### config.mk
export PLATFORM = sky130hd
export DESIGN_NAME = led_pattern_gen
export DESIGN_NICKNAME = d
export VERILOG_FILES = /design/src/rtl/led_pkg.sv /design/src/rtl/tick_gen.sv /design/src/rtl/led_pattern_gen.sv
export SDC_FILE = /design/constraint.sdc
export NUM_CORES = 1
export LEC_CHECK = 0
export BUFFER_PORTS_ARGS = -buffer_cell sky130_fd_sc_hd__buf_4
export CAP_MARGIN = 20
export CORE_MARGIN = 1.5
export CORE_UTILIZATION = 50
export CTS_CLUSTER_DIAMETER = 100
export CTS_CLUSTER_SIZE = 12
export DETAILED_ROUTE_END_ITERATION = 10
export PLACE_DENSITY = 0.66
export SLEW_MARGIN = 20
export SYNTH_ARGS = -nofsm -noshare
export SYNTH_HDL_FRONTEND = slang
export SYNTH_SLANG_ARGS = --single-unit
### constraint.sdc
create_clock -name clk -period 2.3 [get_ports clk]
set_clock_uncertainty 0.05 [all_clocks]
set_input_delay 0.23 -clock clk [delete_from_list [all_inputs] [get_ports clk]]
set_output_delay 0.23 -clock clk [all_outputs]
set_load 0.02 [all_outputs]
### src/rtl/led_pkg.sv
// Shared definitions for the LED pattern generator.
//   led_mode_e : run-time pattern selection presented on the 2-bit `mode` input
//   MODE_W     : width of the mode field
package led_pkg;

  localparam int MODE_W = 2;

  typedef enum logic [MODE_W-1:0] {
    MODE_OFF     = 2'd0,
    MODE_BLINK   = 2'd1,
    MODE_CHASE   = 2'd2,
    MODE_BREATHE = 2'd3
  } led_mode_e;

endpackage

### src/rtl/tick_gen.sv
// Step prescaler: counts enabled cycles and pulses `tick` once every DIV of them.
// Ports:
//   clk   in  system clock (rising edge)
//   rst_n in  asynchronous active-low reset
//   en    in  count enable; low holds the counter and suppresses tick
//   clr   in  synchronous restart of the count from 0 (wins over en)
//   tick  out combinational step strobe, high on the last count of a period
module tick_gen #(
  parameter int DIV = 25_000_000
) (
  input  logic clk,
  input  logic rst_n,
  input  logic en,
  input  logic clr,
  output logic tick
);

  // A 1-bit counter is kept even for DIV=1 so the compare stays well-formed;
  // with DIV=1 it never leaves 0 and every enabled cycle is a tick.
  localparam int W = (DIV > 1) ? $clog2(DIV) : 1;
  localparam logic [W-1:0] LAST = W'(DIV - 1);

  logic [W-1:0] div_cnt;

  always_ff @(posedge clk or negedge rst_n) begin
    if (!rst_n) begin
      div_cnt <= '0;
    end else if (clr) begin
      div_cnt <= '0;
    end else if (en) begin
      div_cnt <= (div_cnt == LAST) ? '0 : div_cnt + 1'b1;
    end
  end

  assign tick = en && (div_cnt == LAST);

endmodule

### src/rtl/led_pattern_gen.sv
// Multi-channel LED pattern generator with four modes: off, blink, chase and
// breathe (triangle-wave PWM). Pattern steps advance on prescaler ticks.
// Ports:
//   clk   in  system clock (rising edge)
//   rst_n in  asynchronous active-low reset; clears led immediately
//   en    in  run enable; low freezes all state and forces led to 0
//   mode  in  0 off, 1 blink, 2 chase, 3 breathe; sampled every cycle
//   led   out registered active-high LED drive, N_LED wide
module led_pattern_gen
  import led_pkg::*;
#(
  parameter int N_LED    = 4,
  parameter int TICK_DIV = 25_000_000,
  parameter int PWM_BITS = 8
) (
  input  logic              clk,
  input  logic              rst_n,
  input  logic              en,
  input  logic [MODE_W-1:0] mode,
  output logic [N_LED-1:0]  led
);

  localparam logic [PWM_BITS-1:0] DUTY_MAX   = '1;
  localparam logic [N_LED-1:0]    CHASE_INIT = N_LED'(1);

  led_mode_e           mode_q, mode_d;
  logic                blink_q, blink_d;
  logic [N_LED-1:0]    chase_q, chase_d;
  logic [PWM_BITS-1:0] duty_q, duty_d;
  logic                dir_up_q, dir_up_d;
  logic [PWM_BITS-1:0] pwm_cnt;
  logic [N_LED-1:0]    led_d;
  logic                mode_chg;
  logic                tick_raw;
  logic                tick;

  // A mode change is seen even while disabled so the new mode is loaded and
  // its pattern restarts from the beginning once enable returns.
  assign mode_chg = (mode != mode_q);

  tick_gen #(.DIV(TICK_DIV)) u_tick_gen (
    .clk   (clk),
    .rst_n (rst_n),
    .en    (en),
    .clr   (mode_chg),
    .tick  (tick_raw)
  );

  // The mode reload takes priority; a tick landing in the same cycle is lost.
  assign tick = tick_raw && !mode_chg;

  always_ff @(posedge clk or negedge rst_n) begin
    if (!rst_n) begin
      mode_q   <= MODE_OFF;
      blink_q  <= 1'b0;
      chase_q  <= CHASE_INIT;
      duty_q   <= '0;
      dir_up_q <= 1'b1;
      pwm_cnt  <= '0;
      led      <= '0;
    end else begin
      mode_q   <= mode_d;
      blink_q  <= blink_d;
      chase_q  <= chase_d;
      duty_q   <= duty_d;
      dir_up_q <= dir_up_d;
      if (en) begin
        pwm_cnt <= pwm_cnt + 1'b1;
      end
      led      <= led_d;
    end
  end

  // Next-state for the mode register and pattern state.
  always_comb begin
    mode_d   = mode_q;
    blink_d  = blink_q;
    chase_d  = chase_q;
    duty_d   = duty_q;
    dir_up_d = dir_up_q;
    if (mode_chg) begin
      mode_d   = led_mode_e'(mode);
      blink_d  = 1'b0;
      chase_d  = CHASE_INIT;
      duty_d   = '0;
      dir_up_d = 1'b1;
    end else if (tick) begin
      case (mode_q)
        MODE_BLINK: blink_d = !blink_q;
        MODE_CHASE: chase_d = {chase_q[N_LED-2:0], chase_q[N_LED-1]};
        MODE_BREATHE: begin
          // The direction flips and the step is taken on the same tick, so
          // the triangle never dwells at either extreme.
          if (dir_up_q) begin
            if (duty_q == DUTY_MAX) begin
              dir_up_d = 1'b0;
              duty_d   = duty_q - 1'b1;
            end else begin
              duty_d   = duty_q + 1'b1;
            end
          end else begin
            if (duty_q == '0) begin
              dir_up_d = 1'b1;
              duty_d   = duty_q + 1'b1;
            end else begin
              duty_d   = duty_q - 1'b1;
            end
          end
        end
        default: ;
      endcase
    end
  end

  // Output function of the current (pre-update) state.
  always_comb begin
    led_d = '0;
    case (mode_q)
      MODE_OFF:     led_d = '0;
      MODE_BLINK:   led_d = {N_LED{blink_q}};
      MODE_CHASE:   led_d = chase_q;
      MODE_BREATHE: led_d = {N_LED{pwm_cnt < duty_q}};
      default:      led_d = '0;
    endcase
    if (!en) begin
      led_d = '0;
    end
  end

endmodule

Yosys cells after proc, flatten, opt, wreduce, memory -nomap -nowiden
Cells that the tools add are included.

word-level totals
  output and inout port bits = 4
  input bits = 5
  logic and storage cells = 56
  register bits after elaboration = 53

operators by class
  add/subtract/negate cells = 4
  magnitude comparators = 1
  mux-type cells = 23
  reduce and logical (&&, ||, !) cells = 14
  eq/ne operators = 6

operators with widths
  operator               count
  $mux 25                3
  $mux 8                 6
  $add 25x1->25 const B  1
  $eq 25x25->1 const B   1
  $add 8x1->8 const B    2
  $mux 4                 4
  $pmux 4 s4             1
  $reduce_bool 2->1      5
  $mux 1                 9
  $eq 8x8->1 const B     1
  $logic_not 8->1        1
  $lt 8x8->1             1
  $sub 8x1->8 const B    1
  $reduce_and 2->1       3
  $eq 2x2->1 const B     2
  $eq 2x1->1 const B     1
  $logic_and 1x1->1      2
  $logic_not 1->1        2
  $logic_not 2->1        1
  $ne 2x2->1             1

Depth between registers and ports, before layout
Gate-level depths: netlist (run 1).

  depth in word-level cells = 6
  mapped depth = 7
  mapped depth without buffers = 7

Modules after synthesis
A second synthesis (run 1) with hierarchy kept.

second synthesis, totals
  cells, all modules = 345
  area total of the unflattened synthesis = 3184.3 um^2

modules (own cells, without submodules)
  module           seq. area each (um^2)  area an instance (um^2)  times used  cells an instance
  led_pattern_gen  703.2                  1675.4                   1           176
  tick_gen         625.6                  1508.9                   1           169

Worst setup path before layout (run 1)
Ideal clock, no wire load.

  path type = register to register
  from = register duty_q[4]
  to = register duty_q[2]
  setup slack = 347 ps
  arrival time = 1826 ps
  setup time = 78 ps
  stages on the path, launching flop included = 6
  required time = 2172 ps
  clock period less this slack = 1953 ps
  path buffers = 0
  cell sequence = dfrtp_1 > nor4_4 > a41oi_4 > a32o_1 > or4_1 > a21oi_1

on the way
  cells in the longest elaborated chain, start to end = 6
  elaborated cells on any way between the ends = 8
  classes of those cells = eq/ne: 1; mux: 6; reduce/logical: 1

ends and longest elaborated chain
  element                                        line                                           text
  start, declared                                led_pattern_gen.sv:29                          logic [PWM_BITS-1:0] duty_q, duty_d;
  start signal, assigned                         led_pattern_gen.sv:65                          duty_q <= duty_d;
  $eq 8x8->1 or $logic_not 8->1 (tied branches)  led_pattern_gen.sv:95, led_pattern_gen.sv:102
  $mux 8 (on tied branches)                      led_pattern_gen.sv:95, led_pattern_gen.sv:102
  $mux 8 (*)                                     led_pattern_gen.sv:94                          if (dir_up_q) begin
  $mux 8 (*)                                     led_pattern_gen.sv:88                          case (mode_q)
  $mux 8 (*)                                     led_pattern_gen.sv:87                          end else if (tick) begin
  $mux 8 (*)                                     led_pattern_gen.sv:81                          if (mode_chg) begin

Mark *: on every way between the ends. The rest lies on a longest branch, timed or not. The select of a mux whose other input is x is not followed.
A chain may end at the register's enable or synchronous reset.

Worst setup path in the final report (run 1)
Same ends and word-level chain as after synthesis.

==> results of run 1 <==
-- critical path, stage by stage (launching register included) --
cell,delay (ns)
dfrtp_1,0.47
nor4_4,0.40
a41oi_4,0.24
a32o_1,0.27
or4_1,0.47
a21oi_1,0.16
-- layout make-up --
cell class / count / area (um^2) / share of cell area (%)
Multi-Input combinational cell: 225 / 1530 / 46.6
Clock inverter: 2 / 13.8 / 0.420
Inverter: 17 / 63.8 / 1.95
Sequential cell: 53 / 1330 / 40.5
Clock buffer: 6 / 82.6 / 2.52
Tap cell: 72 / 90.1 / 2.75
Timing Repair Buffer: 22 / 173 / 5.27
-- state kept, by name (all words and copies together), names as in the netlist --
| register | count |
|---|---|
| u_tick_gen.div_cnt | 25 |
| duty_q | 8 |
| pwm_cnt | 8 |
| chase_q | 4 |
| led | 4 |
| mode_q | 2 |
| blink_q | 1 |
| dir_up_q | 1 |
-- report_power, final --
part           switching [mW]  internal [mW]  total [mW]
sequential             0.0864           1.01        1.09
clock                   0.307          0.244       0.551
combinational           0.195          0.169       0.364
-- path summary, 6_finish.rpt --
kind	from	endpoint	slack, ns
hold reg to reg	pwm_cnt[7]	pwm_cnt[7]	0.43
hold / removal	en	pwm_cnt[0]	0.19
min in group asynchronous	rst_n	duty_q[2]	0.44
setup / recovery	duty_q[4]	duty_q[2]	0.15
max in group asynchronous	rst_n	chase_q[3]	1.32
setup reg to reg	duty_q[4]	duty_q[2]	0.15
-- Yosys cell counts, types with 2 or more instances --
cell / count
dfstp_2: 2
o311ai_0: 2
nand4b_1: 2
and4_2: 2
nor4_1: 8
nand2_1: 15
xnor2_1: 27
o31ai_1: 2
mux2i_1: 8
nor2b_1: 2
nor3_1: 13
nand3_1: 12
inv_1: 17
ha_1: 12
and3_1: 5
a41oi_1: 2
nor3b_1: 2
a21oi_1: 14
nor2_1: 42
and4_1: 7
nand4_1: 8
o21ai_0: 6
buf_2: 2
a21o_1: 2
or3_1: 4
dfrtp_1: 51
xor2_1: 8
clkbuf_1: 12
and4b_1: 2
-- cells by family (layout without fill, tap and decap cells) --
kind of cell | after synthesis | after routing | synth area share (%)
simple gates | 132 | 132 | 23.9
flops | 53 | 53 | 44.4
compound gates | 37 | 37 | 8.79
xor+xnor | 35 | 35 | 10.3
buf+inv | 34 | 47 | 4.52
fa+ha+maj | 12 | 12 | 5.02
mux | 9 | 9 | 3.05
-- per-stage QoR --
| step | utilization (%) | setup slack [ns] | std cells |
|---|---|---|---|
| 3_5_place_dp | 55.6 | 0.175 | 384 |
| 6_report | 58.1 | 0.150 | 397 |
| 3_3_place_gp | 55.6 | 0.242 | 384 |
| 5_1_grt | 58.1 | 0.0638 | 397 |
| 4_1_cts | 57.8 | 0.140 | 395 |
| 2_1_floorplan | - | 0.347 | 312 |
-- per-layer routing --
metal | GRT usage (%) | vias up | share of wire [%]
li1 | - | 1128 | -
met1 | 29.2 | 1114 | 51
met2 | 30.5 | 32 | 46
met3 | 3.98 | 6 | 2.7
met4 | 5.52 | 0 | 1.0
met5 | 0 | - | 0
-- timing repair --
action	CTS	global route
endpoints found under the hold margin	53	0
hold buffers	3	0
setup buffers	0	2
endpoints found under the setup margin	0	1
==> impl_metrics.json, run 1 <==
{
  "cts_max_level": 2,
  "relSlewSlack_pct": 55.8,
  "ios": 9,
  "drive_gt1_share_pct": 11.4,
  "core_area_mm2": 0.00564,
  "viasPerCell": 5.74,
  "die_w_um": 80.3,
  "drt-total-wl_um": 5810,
  "status": "completed",
  "ant_nets": 0,
  "mostFrequentLayoutCell": "dfrtp_1",
  "ys_seq_elements": 53,
  "holdWs_ns": 0.193,
  "tightest_slew_ns": 0.663,
  "first_pass_iters": 5,
  "syn_area_per_cell_um2": 9.58,
  "start_kind": "flop",
  "total_power_mw": 2.01,
  "die-area_mm2": 0.00645,
  "path_clk_slew_ns": 0.10,
  "synth_cell_types": 50,
  "num_antenna_cells": 0,
  "finalSetupViolCount": 0,
  "drv_cap": 0,
  "required_ns": 2.48,
  "synthArstFlopShare_pct": 100,
  "track_usage_pct": 20.1,
  "gp_congestion": 0.858,
  "initial_core_util_pct": 53.0,
  "final_max_slew_viol_count": 0,
  "crit_type": "flop to flop",
  "rr_worst_depth": 5,
  "ys_seq_area_share_pct": 44.4,
  "synthFlopType": "dfrtp_1",
  "rows": 27,
  "yosysWarnings": 0,
  "hold_depth": 2,
  "rsz0062_at_grt": "false",
  "synth_top_area_share_pct": 42.7,
  "cts_sinks": 53,
  "syn_inst": 312,
  "cts_tree": "built",
  "power_density_mw_per_mm2": 613,
  "synth_nets": 329,
  "max_freq_ghz": 0.465,
  "vias": 2280,
  "cp-end-kind": "flop",
  "synth_edf_count": 0,
  "leakagePower_nw": 1.28,
  "hpwl_um": 4150,
  "final_cell_mix": "dfrtp_1, nor2_1, xnor2_1",
  "peakVddDrop_v": 0.000407,
  "antenna_found_initial": 0,
  "placement.io_buffers": 8,
  "grt_pass1_vias": 2068,
  "period_needed_ns": 2.15,
  "drc_errors": 0,
  "grt.overflow.total": 0,
  "clockRootBuffer": "clkbuf_8",
  "synth_area_leaders": "dfrtp_1, xnor2_1, nor2_1, ha_1, mux2i_1",
  "synth_top_cell_by_area": "dfrtp_1",
  "place_area_mm2": 0.00314,
  "clock_path_buffers": 2,
  "synth_area_mm2": 0.00299,
  "insertion_delay_ns": 0.31,
  "postCtsResizedCells": 0,
  "crit_fanout": 9,
  "arrival_ns": 2.33,
  "grt_pass1_wl_um": 10100,
  "numCtsBuffers": 5,
  "area_delta_synth_final_pct": 9.62,
  "num-nets-final": 341,
  "chipHeight_um": 80.3,
  "grt_max_degree": 54,
  "finalCritPeriodShare_pct": 93.5,
  "wl_per_cell_um": 14.6,
  "tns_ns": 0,
  "design_area_mm2": 0.00328,
  "fillers": 471,
  "min_path_type": "primary input to flop",
  "hold_violations": 0,
  "drt_iter0_markers": 65
}
Power figures use the tool's default switching activity.
==> inputs of run 2 (changes only) <==
ABC_AREA = 1   (was not set)
HOLD_SLACK_MARGIN = 0.02   (was not set)
==> run 2 against run 1 <==
Net effect: clock-buffer cell count stayed put; non-clock buffer count shrank 9; synthesized area increased by 16%; critical path type unchanged; highest routed layer unchanged; synthesized cell count up 59%; wire length up 32%.
==> impl_metrics.json, run 2 <==
{
  "holdWs_ns": 0.142,
  "synth_nets": 514,
  "area_delta_synth_final_pct": 6.73,
  "final_max_slew_viol_count": 0,
  "yosysWarnings": 0,
  "ys_top_cells_by_count": "nand2_1, nor2_1, inv_1, dfrtp_1, nand3_1",
  "numCtsBuffers": 5,
  "cts_tree": "built",
  "drt_iter0_markers": 247,
  "die-area_mm2": 0.00742,
  "dpl.cell_count": 575,
  "power_density_mw_per_mm2": 560,
  "largest_reg_flops": 25,
  "tns_ns": 0,
  "cts_max_level": 2,
  "finalSetupViolCount": 0,
  "final_cells": 586,
  "wl_per_cell_um": 13.1,
  "grt_pass1_vias": 2796,
  "finalCritPeriodShare_pct": 85.4,
  "first_pass_iters": 4,
  "mostFrequentLayoutCell": "nand2_1",
  "leakagePower_nw": 1.83,
  "synthArstFlopShare_pct": 100,
  "regMostFlops": "u_tick_gen.div_cnt",
  "insertion_delay_ns": 0.31,
  "ios": 9,
  "synth_cell_types": 31,
  "track_usage_pct": 22.4,
  "peakVddDrop_v": 0.000523,
  "design_area_mm2": 0.00369,
  "synth_area_leaders": "dfrtp_1, nand2_1, nor2_1, inv_1, nand3_1",
  "critPathMaxStageDelay_ns": 0.43,
  "synthFlopType": "dfrtp_1",
  "crit_fanout": 21,
  "tightest_slew_ns": 0.662,
  "start_kind": "flop",
  "core_area_mm2": 0.00676,
  "period_needed_ns": 1.96,
  "crit_type": "flop to flop",
  "path_cells": "ha_1 > nand2_2 > nor2_2 > nand3_1 > nor2_1 > nand3_1 > nand2_2 > buf_4 > nor2_1",
  "die_w_um": 86.2,
  "ant_nets": 0,
  "rsz0062_at_grt": "false",
  "grt.overflow.total": 0,
  "drive_gt1_share_pct": 8.70,
  "min_path_type": "primary input to flop",
  "placement.io_buffers": 8,
  "drv_cap": 0,
  "arrival_ns": 2.12,
  "gp_congestion": 0.898,
  "cp-end-kind": "flop",
  "clock_path_buffers": 2,
  "clockRootBuffer": "clkbuf_8",
  "cp_num_buf_inv": 1,
  "chipHeight_um": 86.2,
  "hpwl_um": 5770,
  "num-nets-final": 522,
  "initial_core_util_pct": 51.2,
  "num_antenna_cells": 0,
  "vias": 3051,
  "rows": 30,
  "required_ns": 2.45,
  "dp_slack_ns": 0.354,
  "syn_area_per_cell_um2": 6.96,
  "cts_sinks": 53,
  "drc_errors": 0,
  "final_util_pct": 54.6,
  "postCtsResizedCells": 0,
  "viasPerCell": 5.21,
  "critPathTopFamily": "simple AND/OR/NAND/NOR gates",
  "grt_max_degree": 54,
  "path_clk_slew_ns": 0.10,
  "antenna_found_initial": 0,
  "final_cell_mix": "nand2_1, nor2_1, inv_1",
  "crit_slowest_cell": "dfrtp_1",
  "synth_top_area_share_pct": 36.9,
  "synth_top_cell_by_area": "dfrtp_1",
  "syn_inst": 497,
  "yosysMostFrequentCell": "nand2_1",
  "grt_pass1_wl_um": 13100,
  "drt-total-wl_um": 7670,
  "synth_area_mm2": 0.00346,
  "status": "completed",
  "total_power_mw": 2.07,
  "synth_edf_count": 0,
  "layout_setup_ws_ns": 0.336,
  "post_cts.repair.setup_buffers": 0,
  "relSlewSlack_pct": 55.9,
  "ys_seq_area_share_pct": 38.4,
  "reg.largest.list": "u_tick_gen.div_cnt: 25 flops, duty_q: 8 flops, pwm_cnt: 8 flops",
  "postCtsHoldBufs": 3,
  "ys_seq_elements": 53,
  "max_freq_ghz": 0.509,
  "hold_violations": 0,
  "place_area_mm2": 0.00356
}
run 2: final timing paths:
path / start / to / slack, ns / cells after the start
max in group asynchronous: rst_n / u_tick_gen.div_cnt[9] / 1.32 / 2
hold / removal: en / pwm_cnt[0] / 0.14 / 2
setup reg to reg: u_tick_gen.div_cnt[0] / u_tick_gen.div_cnt[5] / 0.34 / 9
setup / recovery: u_tick_gen.div_cnt[0] / u_tick_gen.div_cnt[5] / 0.34 / 9
min in group asynchronous: rst_n / u_tick_gen.div_cnt[11] / 0.45 / 2
hold reg to reg: chase_q[0] / chase_q[0] / 0.43 / 2
run 2: cell families (layout without fill, tap and decap cells):
family | count (synthesis) | after routing | synth area share (%)
xor gates and xnor gates | 17 | 17 | 4.31
DFF | 53 | 53 | 38.4
buffers and inverters | 80 | 89 | 9.48
and+or+nand+nor | 305 | 305 | 38.7
adders and majority gates | 12 | 12 | 4.34
AOI/OAI and AO/OA | 30 | 30 | 4.78
run 2: layout make-up:
class / instances / area [um^2]
clock buffers: 6 / 82.6
fillers: 665 / 3070
inverters: 68 / 255
repair buffers: 13 / 105
well taps: 80 / 100
flip-flops and latches: 53 / 1330
clock inverters: 2 / 17.5
multi-input cells: 364 / 1800
run 2: layer usage:
layer  vias up  part of all wire [%]  global-route usage (%)
met5         -                     0                       0
li1       1583                     -                       -
met1      1401                    51                    33.5
met2        60                    43                    34.4
met4         0                  0.97                    5.28
met3         7                   4.0                    3.18
run 2: where the power goes:
| part | leakage, nW | switching [mW] | internal, mW |
|---|---|---|---|
| Sequential | 0.716 | 0.0846 | 1.01 |
| Combinational | 1.06 | 0.235 | 0.164 |
| Clock | 0.0518 | 0.318 | 0.251 |
| Total | 1.83 | 0.638 | 1.43 |
==> inputs of run 3 (changes only) <==
SYNTH_HIERARCHICAL = 1   (was not set)
clock period = 2.15 ns   (was 2.3 ns; I/O delays follow)
==> run 3 against run 2 <==
Net effect: clock power rose by 11%; register-to-register slack lost 0.16 ns; synthesized area rose by 1.3%; setup slack worse by 0.17 ns; global-route usage shrank 0.78 points; sequential cell count is the same; die area rose by 1.2%; via count fell by 0.49%; power increased by 6.9%; first-iteration DRC count shrank 15%; synthesized cell count fell by 3.2%; non-clock buffer count is 3 higher; largest cell class unchanged; highest routed layer unchanged.
==> impl_metrics.json, run 3 <==
{
  "cts_max_level": 2,
  "num-nets-final": 513,
  "ant_nets": 0,
  "worst_r2r_endpoint": "chase_q[2]",
  "rows": 30,
  "ys_seq_area_share_pct": 38.0,
  "path_cells": "dlygate4sd3_1 > buf_4 > xnor2_1 > nand2_2 > nor2_1 > nor2_1 > nand2_1 > nor2_1 > nand3b_1 > o21ai_0 > nor2_1",
  "hold_violations": 0,
  "synthFlopType": "dfrtp_1",
  "gp_congestion": 0.849,
  "ios": 9,
  "r2r_slack_ns": 0.18,
  "required_ns": 2.31,
  "final_cells": 593,
  "largest_reg_flops": 25,
  "path_clk_slew_ns": 0.10,
  "place_area_mm2": 0.00366,
  "clock_path_buffers": 2,
  "drive_gt1_share_pct": 12.1,
  "crit_fanout": 6,
  "synthArstFlopShare_pct": 100,
  "num_antenna_cells": 0,
  "synth_area_leaders": "dfrtp_1, nand2_1, nor2_1, nand3_1, inv_1",
  "mostFrequentLayoutCell": "nand2_1",
  "dpl.cell_count": 581,
  "vias": 3036,
  "critPathTopFamily": "simple AND/OR/NAND/NOR gates",
  "yosysWarnings": 6,
  "final_cell_mix": "nand2_1, nor2_1, dfrtp_1",
  "rsz0062_at_grt": "false",
  "peakVddDrop_v": 0.000287,
  "wl_met3_um": 308,
  "synth_top_area_share_pct": 36.5,
  "antenna_found_initial": 0,
  "critPathLaunch": "mode[0]",
  "track_usage_pct": 21.6,
  "wl_met2_um": 3290,
  "max_freq_ghz": 0.504,
  "cp.depth": 11,
  "area_delta_synth_final_pct": 9.19,
  "design_area_mm2": 0.00382,
  "placement.io_buffers": 8,
  "grt_pass1_vias": 2804,
  "regMostFlops": "u_tick_gen/div_cnt",
  "wl_per_cell_um": 12.7,
  "period_needed_ns": 1.98,
  "start_kind": "primary input",
  "cp_num_buf_inv": 2,
  "fillers": 638,
  "cts_sinks": 53,
  "top_layer_used": "met4",
  "synth_edf_count": 0,
  "drt_iter0_markers": 211,
  "core_area_mm2": 0.00679,
  "post_cts.repair.setup_buffers": 0,
  "min_path_type": "primary input to flop",
  "die-area_mm2": 0.00751,
  "final_max_slew_viol_count": 0,
  "synth_top_cell_by_area": "dfrtp_1",
  "arrival_ns": 2.14,
  "drv_cap": 0,
  "drt-total-wl_um": 7530,
  "holdWs_ns": 0.113,
  "grt_pass1_wl_um": 12900,
  "viasPerCell": 5.12,
  "synth_nets": 498,
  "syn_inst": 481,
  "cp-end-kind": "flop",
  "finalSetupViolCount": 0,
  "relSlewSlack_pct": 54.2,
  "hpwl_um": 5550,
  "initial_core_util_pct": 51.5,
  "final_util_pct": 56.3,
  "status": "completed",
  "clockRootBuffer": "clkbuf_8",
  "synth_cell_types": 36,
  "wl_met1_um": 3870,
  "syn_area_per_cell_um2": 7.28,
  "tns_ns": 0,
  "cts_tree": "built",
  "leakagePower_nw": 1.79,
  "finalCritPeriodShare_pct": 92.3,
  "ys_seq_elements": 53,
  "crit_type": "primary input to flop",
  "power_density_mw_per_mm2": 578,
  "die_w_um": 86.7,
  "chipHeight_um": 86.7,
  "ys_top_cells_by_count": "nand2_1, nor2_1, dfrtp_1, inv_1, nand3_1",
  "cp_common_cell": "nor2_1",
  "reg.largest.list": "u_tick_gen/div_cnt: 25 flops, duty_q: 8 flops, pwm_cnt: 8 flops",
  "critPathMaxStageDelay_ns": 0.53,
  "drc_errors": 0,
  "endpoint": "u_tick_gen/div_cnt[11]",
  "grt.overflow.total": 0,
  "insertion_delay_ns": 0.32,
  "yosysMostFrequentCell": "nand2_1",
  "tightest_slew_ns": 0.687,
  "numCtsBuffers": 5,
  "synth_area_mm2": 0.00350,
  "crit_slowest_cell": "dlygate4sd3_1",
  "rr_worst_depth": 8,
  "rr_startpoint": "u_tick_gen/div_cnt[0]",
  "grt_max_degree": 54,
  "first_pass_iters": 4
}
[run 3: cell types whose count changed in the layout (fill, tap and decap cells not counted), sizes merged, moves of 4 or more]
cell / change
a21oi: +8
nor3: -13
inv: -18
o21ai: +4
[run 3: worst reg2reg max path: stages, from the launching register on]
cell,delay [ns]
dfrtp_1,0.40
ha_1,0.26
nand2_2,0.10
nor2_4,0.12
nand2_4,0.08
nor4_4,0.35
nand2_1,0.23
o21ai_0,0.20
a21oi_1,0.06
[run 3: logic make-up after synthesis]
| logic type | after synthesis | synth area share (%) |
|---|---|---|
| AOI/OAI and AO/OA | 40 | 6.33 |
| xor gates and xnor gates | 21 | 5.25 |
| adders and majority gates | 12 | 4.29 |
| buffers and inverters | 61 | 7.68 |
| DFF | 53 | 38.0 |
| and+or+nand+nor | 294 | 38.5 |
[run 3: area by class of cell]
class                   count  area [um^2]  area share, %
clock inverters             2         17.5          0.458
flip-flops and latches     53         1330           34.8
multi-input cells         368         1930           50.5
repair buffers             16          140           3.67
clock buffers               6         82.6           2.16
well taps                  96          120           3.14
inverters                  52          201           5.27
[run 3: where the power goes]
part	leakage (nW)	total (mW)	internal [mW]	switching (mW)
Combinational	1.02	0.412	0.175	0.236
Clock	0.0518	0.631	0.268	0.363
Sequential	0.716	1.17	1.08	0.0903
Total	1.79	2.21	1.52	0.690
[run 3: worst min path at each step]
stage / start / to / cells after the start
2_1_floorplan: rst_n / blink_q / 0
3_3_place_gp: rst_n / pwm_cnt[7] / 1
3_5_place_dp: rst_n / pwm_cnt[6] / 1
4_1_cts: en / pwm_cnt[0] / 2
5_1_grt: en / pwm_cnt[0] / 2
6_report: en / pwm_cnt[0] / 2
[run 3: stage by stage]
stage,total power [mW],setup slack (ns)
6_report,2.21,0.166
5_1_grt,2.33,0.0246
4_1_cts,2.23,0.0808
3_5_place_dp,1.59,-0.0780
3_3_place_gp,1.57,-0.0103
2_1_floorplan,1.46,0.248
[run 3: metal layers]
layer  vias to the layer above  track usage, %
li1                       1564               -
met1                      1407            31.8
met2                        60            33.6
met3                         5            3.24
met4                         0            5.13
met5                         -               0
[run 3: repair_timing]
action | in CTS | in global routing
gates resized for setup | 1 | 3
pin swaps | 0 | 1
endpoints found under the setup margin | 12 | 12
gates cloned | 0 | 1
hold buffers | 3 | 0
endpoints found under the hold margin | 53 | 0
